**config.mk**
```make
export PLATFORM = sky130hd
export DESIGN_NAME = gpr_dump_reader_flat
export DESIGN_NICKNAME = d
export VERILOG_FILES = /design/src/rtl/gpr_dump_reader_if.sv /design/src/rtl/gpr_dump_reader.sv /design/src/flat_wrapper.sv
export SDC_FILE = /design/constraint.sdc
export NUM_CORES = 1
export LEC_CHECK = 0
export ABC_CLOCK_PERIOD_IN_PS = 2500
export CORE_ASPECT_RATIO = 1.4
export CORE_UTILIZATION = 40
export CTS_BUF_LIST = sky130_fd_sc_hd__clkbuf_8
export DETAILED_ROUTE_END_ITERATION = 6
export GPL_ROUTABILITY_DRIVEN = 1
export RECOVER_POWER = 25
export SLEW_MARGIN = 20
export SYNTH_ARGS = -nofsm -noshare
export SYNTH_HDL_FRONTEND = slang
export SYNTH_SLANG_ARGS = --single-unit
```
**constraint.sdc**
```tcl
create_clock -name clk -period 2.5 [get_ports clk]
set_clock_uncertainty 0.1 [all_clocks]
set_input_delay 0.5 -clock clk [delete_from_list [all_inputs] [get_ports clk]]
set_output_delay 0.5 -clock clk [all_outputs]
set_load 0.01 [all_outputs]
```
**src/rtl/gpr_dump_reader_if.sv**
```systemverilog
// Output stream of the register dump: one beat per register value, then a checksum beat.
// valid/ready: a beat transfers on a rising edge where out_valid && out_ready; once raised, out_valid and the payload hold until that edge.
interface gpr_dump_reader_if #(
  parameter int ADDR_W = 3,
  parameter int DATA_W = 16
);
  logic              out_valid;
  logic              out_ready;
  logic [DATA_W-1:0] out_data;
  logic [ADDR_W-1:0] out_index;
  logic              out_is_sum;
  logic              out_last;

  modport master (
    output out_valid, out_data, out_index, out_is_sum, out_last,
    input  out_ready
  );

  modport slave (
    input  out_valid, out_data, out_index, out_is_sum, out_last,
    output out_ready
  );
endinterface

```
**src/rtl/gpr_dump_reader.sv**
```systemverilog
// Debug dump engine: walks the register-file read port over every address, streams each value,
// then streams a 16-bit wrap-around checksum of the values sent.
module gpr_dump_reader #(
  parameter int NUM_REGS = 8,
  parameter int ADDR_W   = 3,
  parameter int DATA_W   = 16
) (
  input  logic                 clk,
  input  logic                 reset,
  input  logic                 start,
  output logic                 busy,
  output logic                 done,
  output logic [ADDR_W-1:0]    rd_addr,
  input  logic [DATA_W-1:0]    rd_data,
  gpr_dump_reader_if.master    out_if,
  output logic [1:0]           dbg_state
);

  typedef enum logic [1:0] {
    IDLE = 2'd0,
    READ = 2'd1,
    SEND = 2'd2,
    SUM  = 2'd3
  } state_t;

  localparam logic [ADDR_W-1:0] LAST_IDX = ADDR_W'(NUM_REGS - 1);

  state_t            state, state_nx;
  logic [ADDR_W-1:0] idx, idx_nx;
  logic [DATA_W-1:0] sum, sum_nx;
  logic [DATA_W-1:0] data_q, data_nx;
  logic [ADDR_W-1:0] index_q, index_nx;
  logic              valid_q, valid_nx;
  logic              is_sum_q, is_sum_nx;
  logic              done_q, done_nx;
  logic              hs;

  assign hs = valid_q && out_if.out_ready;

  always_ff @(posedge clk) begin
    if (!reset) begin
      state    <= IDLE;
      idx      <= '0;
      sum      <= '0;
      data_q   <= '0;
      index_q  <= '0;
      valid_q  <= 1'b0;
      is_sum_q <= 1'b0;
      done_q   <= 1'b0;
    end else begin
      state    <= state_nx;
      idx      <= idx_nx;
      sum      <= sum_nx;
      data_q   <= data_nx;
      index_q  <= index_nx;
      valid_q  <= valid_nx;
      is_sum_q <= is_sum_nx;
      done_q   <= done_nx;
    end
  end

  always_comb begin
    state_nx  = state;
    idx_nx    = idx;
    sum_nx    = sum;
    data_nx   = data_q;
    index_nx  = index_q;
    valid_nx  = valid_q;
    is_sum_nx = is_sum_q;
    done_nx   = 1'b0;
    rd_addr   = '0;
    case (state)
      IDLE: begin
        if (start) begin
          state_nx = READ;
          idx_nx   = '0;
          sum_nx   = '0;
        end
      end
      READ: begin
        // rd_data is combinational from rd_addr, so the value is captured in this same cycle.
        rd_addr  = idx;
        data_nx  = rd_data;
        index_nx = idx;
        sum_nx   = sum + rd_data;
        valid_nx = 1'b1;
        state_nx = SEND;
      end
      SEND: begin
        if (hs) begin
          if (idx == LAST_IDX) begin
            data_nx   = sum;
            is_sum_nx = 1'b1;
            index_nx  = '0;
            valid_nx  = 1'b1;
            state_nx  = SUM;
          end else begin
            idx_nx   = idx + ADDR_W'(1);
            valid_nx = 1'b0;
            state_nx = READ;
          end
        end
      end
      SUM: begin
        if (hs) begin
          valid_nx  = 1'b0;
          is_sum_nx = 1'b0;
          done_nx   = 1'b1;
          state_nx  = IDLE;
        end
      end
      default: state_nx = IDLE;
    endcase
  end

  assign busy              = (state != IDLE);
  assign done              = done_q;
  assign dbg_state         = state;
  assign out_if.out_valid  = valid_q;
  assign out_if.out_data   = data_q;
  assign out_if.out_index  = index_q;
  assign out_if.out_is_sum = is_sum_q;
  assign out_if.out_last   = is_sum_q;

endmodule

```
**src/flat_wrapper.sv**
```systemverilog
// flat-port wrapper written by rule: the top's interface ports become plain ports
module gpr_dump_reader_flat 
#(
  parameter int NUM_REGS = 8,
  parameter int ADDR_W   = 3,
  parameter int DATA_W   = 16
)
  (clk, reset, start, busy, done, rd_addr, rd_data, dbg_state, out_if_out_valid, out_if_out_data, out_if_out_index, out_if_out_is_sum, out_if_out_last, out_if_out_ready);
  gpr_dump_reader_if #(.ADDR_W(ADDR_W), .DATA_W(DATA_W)) out_if_i ();
  input  logic clk;
  input  logic reset;
  input  logic start;
  output logic busy;
  output logic done;
  output logic [ADDR_W-1:0] rd_addr;
  input  logic [DATA_W-1:0] rd_data;
  output logic [1:0] dbg_state;
  output wire logic [$bits(out_if_i.out_valid)-1:0] out_if_out_valid;
  output wire logic [$bits(out_if_i.out_data)-1:0] out_if_out_data;
  output wire logic [$bits(out_if_i.out_index)-1:0] out_if_out_index;
  output wire logic [$bits(out_if_i.out_is_sum)-1:0] out_if_out_is_sum;
  output wire logic [$bits(out_if_i.out_last)-1:0] out_if_out_last;
  input wire logic [$bits(out_if_i.out_ready)-1:0] out_if_out_ready;
  assign out_if_out_valid = out_if_i.out_valid;
  assign out_if_out_data = out_if_i.out_data;
  assign out_if_out_index = out_if_i.out_index;
  assign out_if_out_is_sum = out_if_i.out_is_sum;
  assign out_if_out_last = out_if_i.out_last;
  assign out_if_i.out_ready = out_if_out_ready;
  gpr_dump_reader #(.NUM_REGS(NUM_REGS), .ADDR_W(ADDR_W), .DATA_W(DATA_W)) u_core (.clk(clk), .reset(reset), .start(start), .busy(busy), .done(done), .rd_addr(rd_addr), .rd_data(rd_data), .out_if(out_if_i), .dbg_state(dbg_state));
endmodule
```
---- Word-level counts from Yosys, hierarchy flattened ----
Cells that the tools add are included.
storage, ports and cells
  register bits after elaboration ......... 43
  bits of input ports ..................... 20
  word-level logic and storage cells ...... 60
cells by class
  reductions and logical operators ........ 15
  equal/unequal tests ..................... 9
  muxes and demuxes ....................... 26
  add/sub/neg operators ................... 2
operators by type and width
  operator                                        number
  case mux 16 bit (2 select lines)                2
  two-way mux 16 bit                              3
  two-way mux 3 bit                               6
  adder 16 bit                                    1
  case mux 3 bit (2 select lines)                 2
  nonzero test 2 bit                              5
  AND reduction 3 bit                             3
  two-way mux 2 bit                               4
  case mux 2 bit (4 select lines)                 1
  AND reduction 4 bit                             2
  two-way mux 1 bit                               6
  != test 2 x 1 -> 1 bit (second input constant)  3
  == test 2 bit (second input constant)           2
  != test 2 bit (second input constant)           2
  AND reduction 2 bit                             2
  adder 3 x 1 -> 3 bit (second input constant)    1
  == test 3 bit (second input constant)           1
  case mux 1 bit (3 select lines)                 1
  nonzero test 3 bit                              1
  == test 2 x 1 -> 1 bit (second input constant)  1
  zero test 2 bit                                 1
  case mux 1 bit (2 select lines)                 1
  logical AND 1 bit                               1

---- Logic depth before layout (Yosys ltp) ----
Gate-level depths: netlist (run 1).
  depth after elaboration ................. 4
  gate-level depth with buffers ........... 9
  gate-level depth less buffers ........... 9

---- Worst setup path after synthesis (run 1) ----
Ideal clock, no wire load.
  kind .................................... input port to flip-flop
  start ................................... input port rd_data[0]
  end ..................................... register u_core.sum[10]
  required time ........................... 2.325 ns
  path slack .............................. 0.329 ns
  stages .................................. 9
  path buffers ............................ 0
  arrival time ............................ 1.997 ns
  setup time .............................. 0.075 ns
  cell sequence ........................... ha_1 inv_1 fa_1 and2b_1 o2111ai_1 a21oi_1 a21boi_0 xor2_1 o21ai_0
between the ends
  cells in the longest elaborated chain, start to end .. 2
RTL lines
  what                              line                   source
  start, declared                   flat_wrapper.sv:16     input logic [DATA_W-1:0] rd_data;
  adder 16 bit                      gpr_dump_reader.sv:85  sum_nx = sum + rd_data;
  case mux 16 bit (2 select lines)  gpr_dump_reader.sv:72  case (state)
  end signal, assigned              gpr_dump_reader.sv:53  sum <= sum_nx;
  end, declared                     gpr_dump_reader.sv:30  logic [DATA_W-1:0] sum, sum_nx;
Every way passes these cells.
A chain may end at the register's enable or synchronous reset.

---- Worst setup path after layout (run 1) ----
  start ................................... input port rd_data[0]
  end ..................................... register u_core.sum[12]
Same word-level chain as after synthesis.

==> metrics.txt, run 1 <==
CTS max path bufs=2; status=finished, final reports clean; total gr overflow=0; CP Data Arrival Time=2540 ps; DRC=0; syn_area_per_cell=8.61 um^2; share of layout cells above drive strength 1=0.123; RSZ-0062 raised after global routing=false; DIE AREA=0.00661 mm^2; top_reg_cell synth=dfxtp_1; final worst path period share=0.961; sequential share of the synthesized area=0.342; worst hold path class=reg -> reg; vias in the first global route=2,126; critical path's top delay family=buffers and inverters; Crit. End Element=flip-flop; Syn Inst Count=292; Mapped Nets=334; Placer Congestion=0.794; Die W=69.0 um; FMAX=0.416 GHz; Final setup violation count=0; Layout area overhead=32.9%; worst path bufs/invs=3; Max-Cap Viols=0; CTS tree=built; Fillers=581; final worst setup slack=97.0 ps; crit start category=input pin; starting density of the core=0.423; Final #Nets=399; Worst EP required=2630 ps; CP cell instances=clkdlybuf4s50_1 -> ha_2 -> inv_1 -> fa_2 -> and2b_1 -> o2111ai_2 -> nand2_1 -> buf_4 -> a21oi_1 -> xor2_1 -> o21ai_0; CTS H-tree lvls=2; DIE HEIGHT=95.8 um; via count=2,219; critical path class=in -> reg; Netlist cell types=41; DRT Wirelength=5910 um; Yosys warnings=0; IO buf count=48; first-pass GRT wire length=9830 um; WHS=381 ps; Final Instance Area=0.00334 mm^2; CP max stage cell=clkdlybuf4s50_1; All-Layer GR Usage=0.202; worst-skew pair later-pin latency=300 ps; TritonCTS Buffers=5; Power per Cell Area=947 mW/mm^2; core area=0.00595 mm^2; most common cell after layout, fill and taps aside=dfxtp_1; Power Total=0.00316 W; Yosys reg bits=43; IO Count=49; VDD IR max=0.499 mV; crit path time final=2400 ps; placed cell area=0.00319 mm^2; Cell Rows=33; actual slew at the worst max-slew pin=685 ps; clock slew at reported path FFs=90 ps; Crit path largest cell delay=490 ps; routed len/inst=13.8 um; drt pass-1 iters=4; DR vias/cell=5.18; pin count of the biggest net entering global routing=33; Post-Synthesis Cell Area=0.00251 mm^2; Slew Limit Fails=0; Hold Vio Cnt, Final=0; DR iter-0 viols=72; CP max FO=3; Routed Antenna Nets=0; clock tree root driver cell=clkbuf_8; hold-fix buffers at CTS=0; initial antenna violation count=0; post-synthesis async set-or-reset flop share=0; DP Worst Slack=-364 ps; DP HPWL=4490 um; EDFF count, synth=0; Leak=1.41 nW; most frequent cells in the layout=dfxtp_1 (43), nor2_1 (40), clkdlybuf4s50_1 (34); clock sinks=43; ANT cells=0; Worst slew margin=0.543
-- state kept, by name, indices dropped and copies added, names as in the netlist --
signal	cells
u_core.out_if.out_valid	1
u_core.idx	3
u_core.out_if.out_data	16
u_core.out_if.out_is_sum	1
u_core.out_if.out_index	3
u_core.done	1
u_core.sum	16
u_core.dbg_state	2
-- through the flow --
stage / TNS, ps / instances / util
2_1_floorplan: 0 / 292 / -
3_3_place_gp: -1110 / 417 / 0.536
3_5_place_dp: -1430 / 417 / 0.536
4_1_cts: 0 / 425 / 0.556
5_1_grt: 0 / 428 / 0.562
6_report: 0 / 428 / 0.562
-- logic make-up (layout without fill, tap and decap cells) --
kind of cell / count (synthesis) / in the layout / share of synthesized area
simple gates: 84 / 84 / 0.142
fa+ha+maj: 22 / 22 / 0.112
flops: 43 / 43 / 0.342
xor+xnor: 15 / 15 / 0.0523
buf+inv: 25 / 91 / 0.0428
compound gates: 85 / 85 / 0.236
mux: 18 / 18 / 0.0722
-- metal layers --
metal	track usage	share of wire	vias up
li1	-	-	1172
met1	0.262	0.48	1006
met2	0.327	0.48	35
met3	0.0332	0.025	6
met4	0.0799	0.016	0
met5	0	0	-
-- cells in the mapped netlist (all sizes together) (7+ instances only) --
master   n  area [um^2]
xor2     9         78.8
mux2i   17          170
and2     8         50.1
ha      21          263
o21ai   17         85.1
buf      9         47.6
a211oi  18          140
a22oi   13         97.6
nor2    40          150
inv     10         37.5
dfxtp   43          861
a21oi   13         65.1
nand2   26         97.6
a21o     7         52.6
-- report_power, final --
group | leakage, nW | switching, W | total [W] | internal [W]
registers | 0.351 | 0.000114 | 0.000965 | 0.000851
logic | 0.996 | 0.000865 | 0.00164 | 0.000776
clock network | 0.0581 | 0.000261 | 0.000558 | 0.000298
-- final timing paths --
| check | startpoint | endpoint | slack (ps) | cells past startpoint |
|---|---|---|---|---|
| max | rd_data[0] | u_core.sum[12]$_SDFFE_PN0P_ | 100 | 11 |
| min | u_core.sum[15]$_SDFFE_PN0P_ | u_core.sum[15]$_SDFFE_PN0P_ | 380 | 2 |
| max reg2reg | u_core.sum[0]$_SDFFE_PN0P_ | u_core.sum[12]$_SDFFE_PN0P_ | 410 | 10 |
| min reg2reg | u_core.sum[15]$_SDFFE_PN0P_ | u_core.sum[15]$_SDFFE_PN0P_ | 380 | 2 |
-- worst register-to-register path: cells and delay by family, from the launching register on --
| family | cells | cell delay, ps |
|---|---|---|
| DFF | 1 | 370 |
| buffers and inverters | 2 | 180 |
| adders and majority gates | 2 | 530 |
| xor gates and xnor gates | 1 | 140 |
| and+or+nand+nor | 2 | 380 |
| AOI/OAI and AO/OA | 3 | 330 |
-- timing repair --
item	4_1_cts	5_1_grt
pin swaps	0	3
endpoints found under the setup margin	1	3
resized for setup	1	6
buffers inserted	0	3
-- area by class of cell --
type	instances	area [um^2]	area share
clock buffer	5	68.8	0.0206
tap	70	87.6	0.0262
sequential	43	861	0.258
timing repair buffer	73	678	0.203
multi-input combinational	224	1560	0.468
clock inverter	3	43.8	0.0131
inverter	10	37.5	0.0112
(Power assumes the default switching activity.)
==> run 2: changes to the inputs <==
--- a/config.mk
+++ b/config.mk
@@ -12,6 +12,7 @@
 export DETAILED_ROUTE_END_ITERATION = 6
 export GPL_ROUTABILITY_DRIVEN = 1
 export RECOVER_POWER = 25
+export SKIP_LAST_GASP = 1
 export SLEW_MARGIN = 20
 export SYNTH_ARGS = -nofsm -noshare
 export SYNTH_HDL_FRONTEND = slang
==> results of run 2 <==
The final DEF is identical to that of run 1; final timing and power are the same.
==> run 3: changes to the inputs <==
--- a/config.mk
+++ b/config.mk
@@ -11,9 +11,9 @@
 export CTS_BUF_LIST = sky130_fd_sc_hd__clkbuf_8
 export DETAILED_ROUTE_END_ITERATION = 6
 export GPL_ROUTABILITY_DRIVEN = 1
+export PLACE_DENSITY_LB_ADDON = 0.3
 export RECOVER_POWER = 25
 export SKIP_LAST_GASP = 1
-export SLEW_MARGIN = 20
 export SYNTH_ARGS = -nofsm -noshare
 export SYNTH_HDL_FRONTEND = slang
 export SYNTH_SLANG_ARGS = --single-unit
==> run 3 against run 2 <==
  * Utilization is 0.69 points lower
  * Sequential power hardly changed
  * Die area stayed put
  * Highest routed layer unchanged
  * Non-clock buffer count is 5 lower
  * Critical path type unchanged
  * Routed wire length is 3.5% lower
  * Final cell count is 1.2% lower
  * Global-route usage is 0.85 points lower
  * Combinational power hardly changed
  * Critical path depth is 1 lower
  * First-iteration DRC count is 4.2% lower
==> metrics.txt, run 3 (synthesized netlist as in run 1, its figures left out) <==
actual slew at the worst max-slew pin=877 ps; via count=2,225; Die W=69.0 um; Routed Antenna Nets=0; most frequent cells in the layout=dfxtp_1 (43), nor2_1 (40), clkdlybuf4s50_1 (35); hold path startpoint=u_core.sum[15]$_SDFFE_PN0P_; non-filler cells, final=423; Fin Setup TNS=0 ps; Worst EP required=2620 ps; CP max FO=2; critical path class=in -> reg; IO Count=49; vias in the first global route=2,115; VDD IR max=0.421 mV; multi-input logic area=0.00156 mm^2; status=finished, final reports clean; DIE AREA=0.00661 mm^2; worst hold path class=reg -> reg; Worst slew margin=0.416; Max-Cap Viols=0; CTS max path bufs=2; number of cells on the worst reg-to-reg path=6; DR vias/cell=5.26; crit path time final=2410 ps; worst reg2reg startpoint=u_core.dbg_state[0]$_SDFFE_PN0P_; Hold Vio Cnt, Final=0; starting density of the core=0.423; Cell Rows=33; CP Data Arrival Time=2530 ps; hold-fix buffers at CTS=0; final worst path period share=0.965; clock slew at reported path FFs=80 ps; DIE HEIGHT=95.8 um; Placer Congestion=0.910; All-Layer GR Usage=0.194; clock tree root driver cell=clkbuf_8; Leak=1.37 nW; share of layout cells above drive strength 1=0.102; FMAX=0.415 GHz; Crit. End Element=flip-flop; Reg area=861 um^2; crit start category=input pin; most common cell after layout, fill and taps aside=dfxtp_1; clock sinks=43; Slew Limit Fails=0; Hold Path Depth=2; CTS H-tree lvls=2; DRC=0; TritonCTS Buffers=5; DR iter-0 viols=69; DRT Wirelength=5700 um; Final #Nets=394; drt pass-1 iters=4; Fillers=564; routed len/inst=13.5 um; Final setup violation count=0; placed cell count=414; CTS tree=built; worst-skew pair later-pin latency=290 ps; total gr overflow=0; pin count of the biggest net entering global routing=33; ANT cells=0; Power per Cell Area=954 mW/mm^2; Reg2Reg Setup Slack=300 ps; IO buf count=48; DP HPWL=4350 um; WHS=380 ps; initial antenna violation count=0; core area=0.00595 mm^2; first-pass GRT wire length=9710 um; Layout area overhead=31.3%; hold-critical path endpoint=u_core.sum[15]$_SDFFE_PN0P_; R2R Path End=u_core.idx[1]$_SDFFE_PN0P_
-- run 3: changes by cell type in the layout (fill, tap and decap cells not counted) --
cell | previous run | this run
a21boi_1 | 0 | 1
a21boi_2 | 2 | 1
buf_4 | 23 | 17
clkbuf_1 | 0 | 2
clkbuf_2 | 1 | 0
clkbuf_8 | 5 | 6
clkdlybuf4s50_1 | 34 | 35
clkinv_4 | 1 | 0
dlygate4sd3_1 | 14 | 13
-- run 3: routing by layer --
layer / wire (um) / track usage
met5: 0 / 0
met4: 87 / 0.0629
met3: 170 / 0.0284
met2: 2850 / 0.328
met1: 2590 / 0.245
-- run 3: how the worst max path moves through the flow --
stage          startpoint                           to  slack, ps  cells after the start
6_report       rd_data[0]  u_core.sum[10]$_SDFFE_PN0P_         90                     10
4_1_cts        rd_data[0]  u_core.sum[10]$_SDFFE_PN0P_         40                     10
3_3_place_gp   rd_data[0]  u_core.sum[10]$_SDFFE_PN0P_       -300                     10
5_1_grt        rd_data[0]   u_core.sum[8]$_SDFFE_PN0P_         -8                     10
2_1_floorplan  rd_data[0]  u_core.sum[10]$_SDFFE_PN0P_        330                      9
3_5_place_dp   rd_data[0]  u_core.sum[10]$_SDFFE_PN0P_       -310                     10
-- run 3: metrics by stage --
stage | cell area, um^2 | total power, W | worst slack, ps | util
3_3_place_gp | 3180 | 0.00258 | -297 | 0.535
4_1_cts | 3300 | 0.00318 | 40.7 | 0.555
2_1_floorplan | 2510 | 0.00200 | 329 | -
3_5_place_dp | 3180 | 0.00260 | -314 | 0.535
6_report | 3300 | 0.00315 | 88.6 | 0.555
5_1_grt | 3300 | 0.00340 | -7.51 | 0.555
-- run 3: layout make-up --
type	instances	share of cell area
Clock buffer	6	0.0250
Tap cell	70	0.0265
Multi-Input combinational cell	224	0.473
Inverter	10	0.0114
Timing Repair Buffer	68	0.193
Clock inverter	2	0.0106
Sequential cell	43	0.261
-- run 3: what timing repair did --
action	in CTS	in global routing
gates cloned	0	0
gates resized for setup	1	5
endpoints found under the setup margin	1	5
pin swaps	0	3
setup buffers	0	1
-- run 3: worst max-delay path: stages --
cell,delay (ps)
clkdlybuf4s50_1,490
ha_2,180
inv_1,50
fa_2,330
and2b_1,240
o2111ai_2,160
a21oi_2,210
a21boi_1,100
xor2_1,140
o21ai_0,130
-- run 3: power breakdown --
part	total [W]	switching [W]	leakage, nW	internal (W)
clock	0.000570	0.000246	0.0612	0.000324
sequential	0.000967	0.000116	0.351	0.000851
combinational	0.00161	0.000855	0.959	0.000755
total	0.00315	0.00122	1.37	0.00193
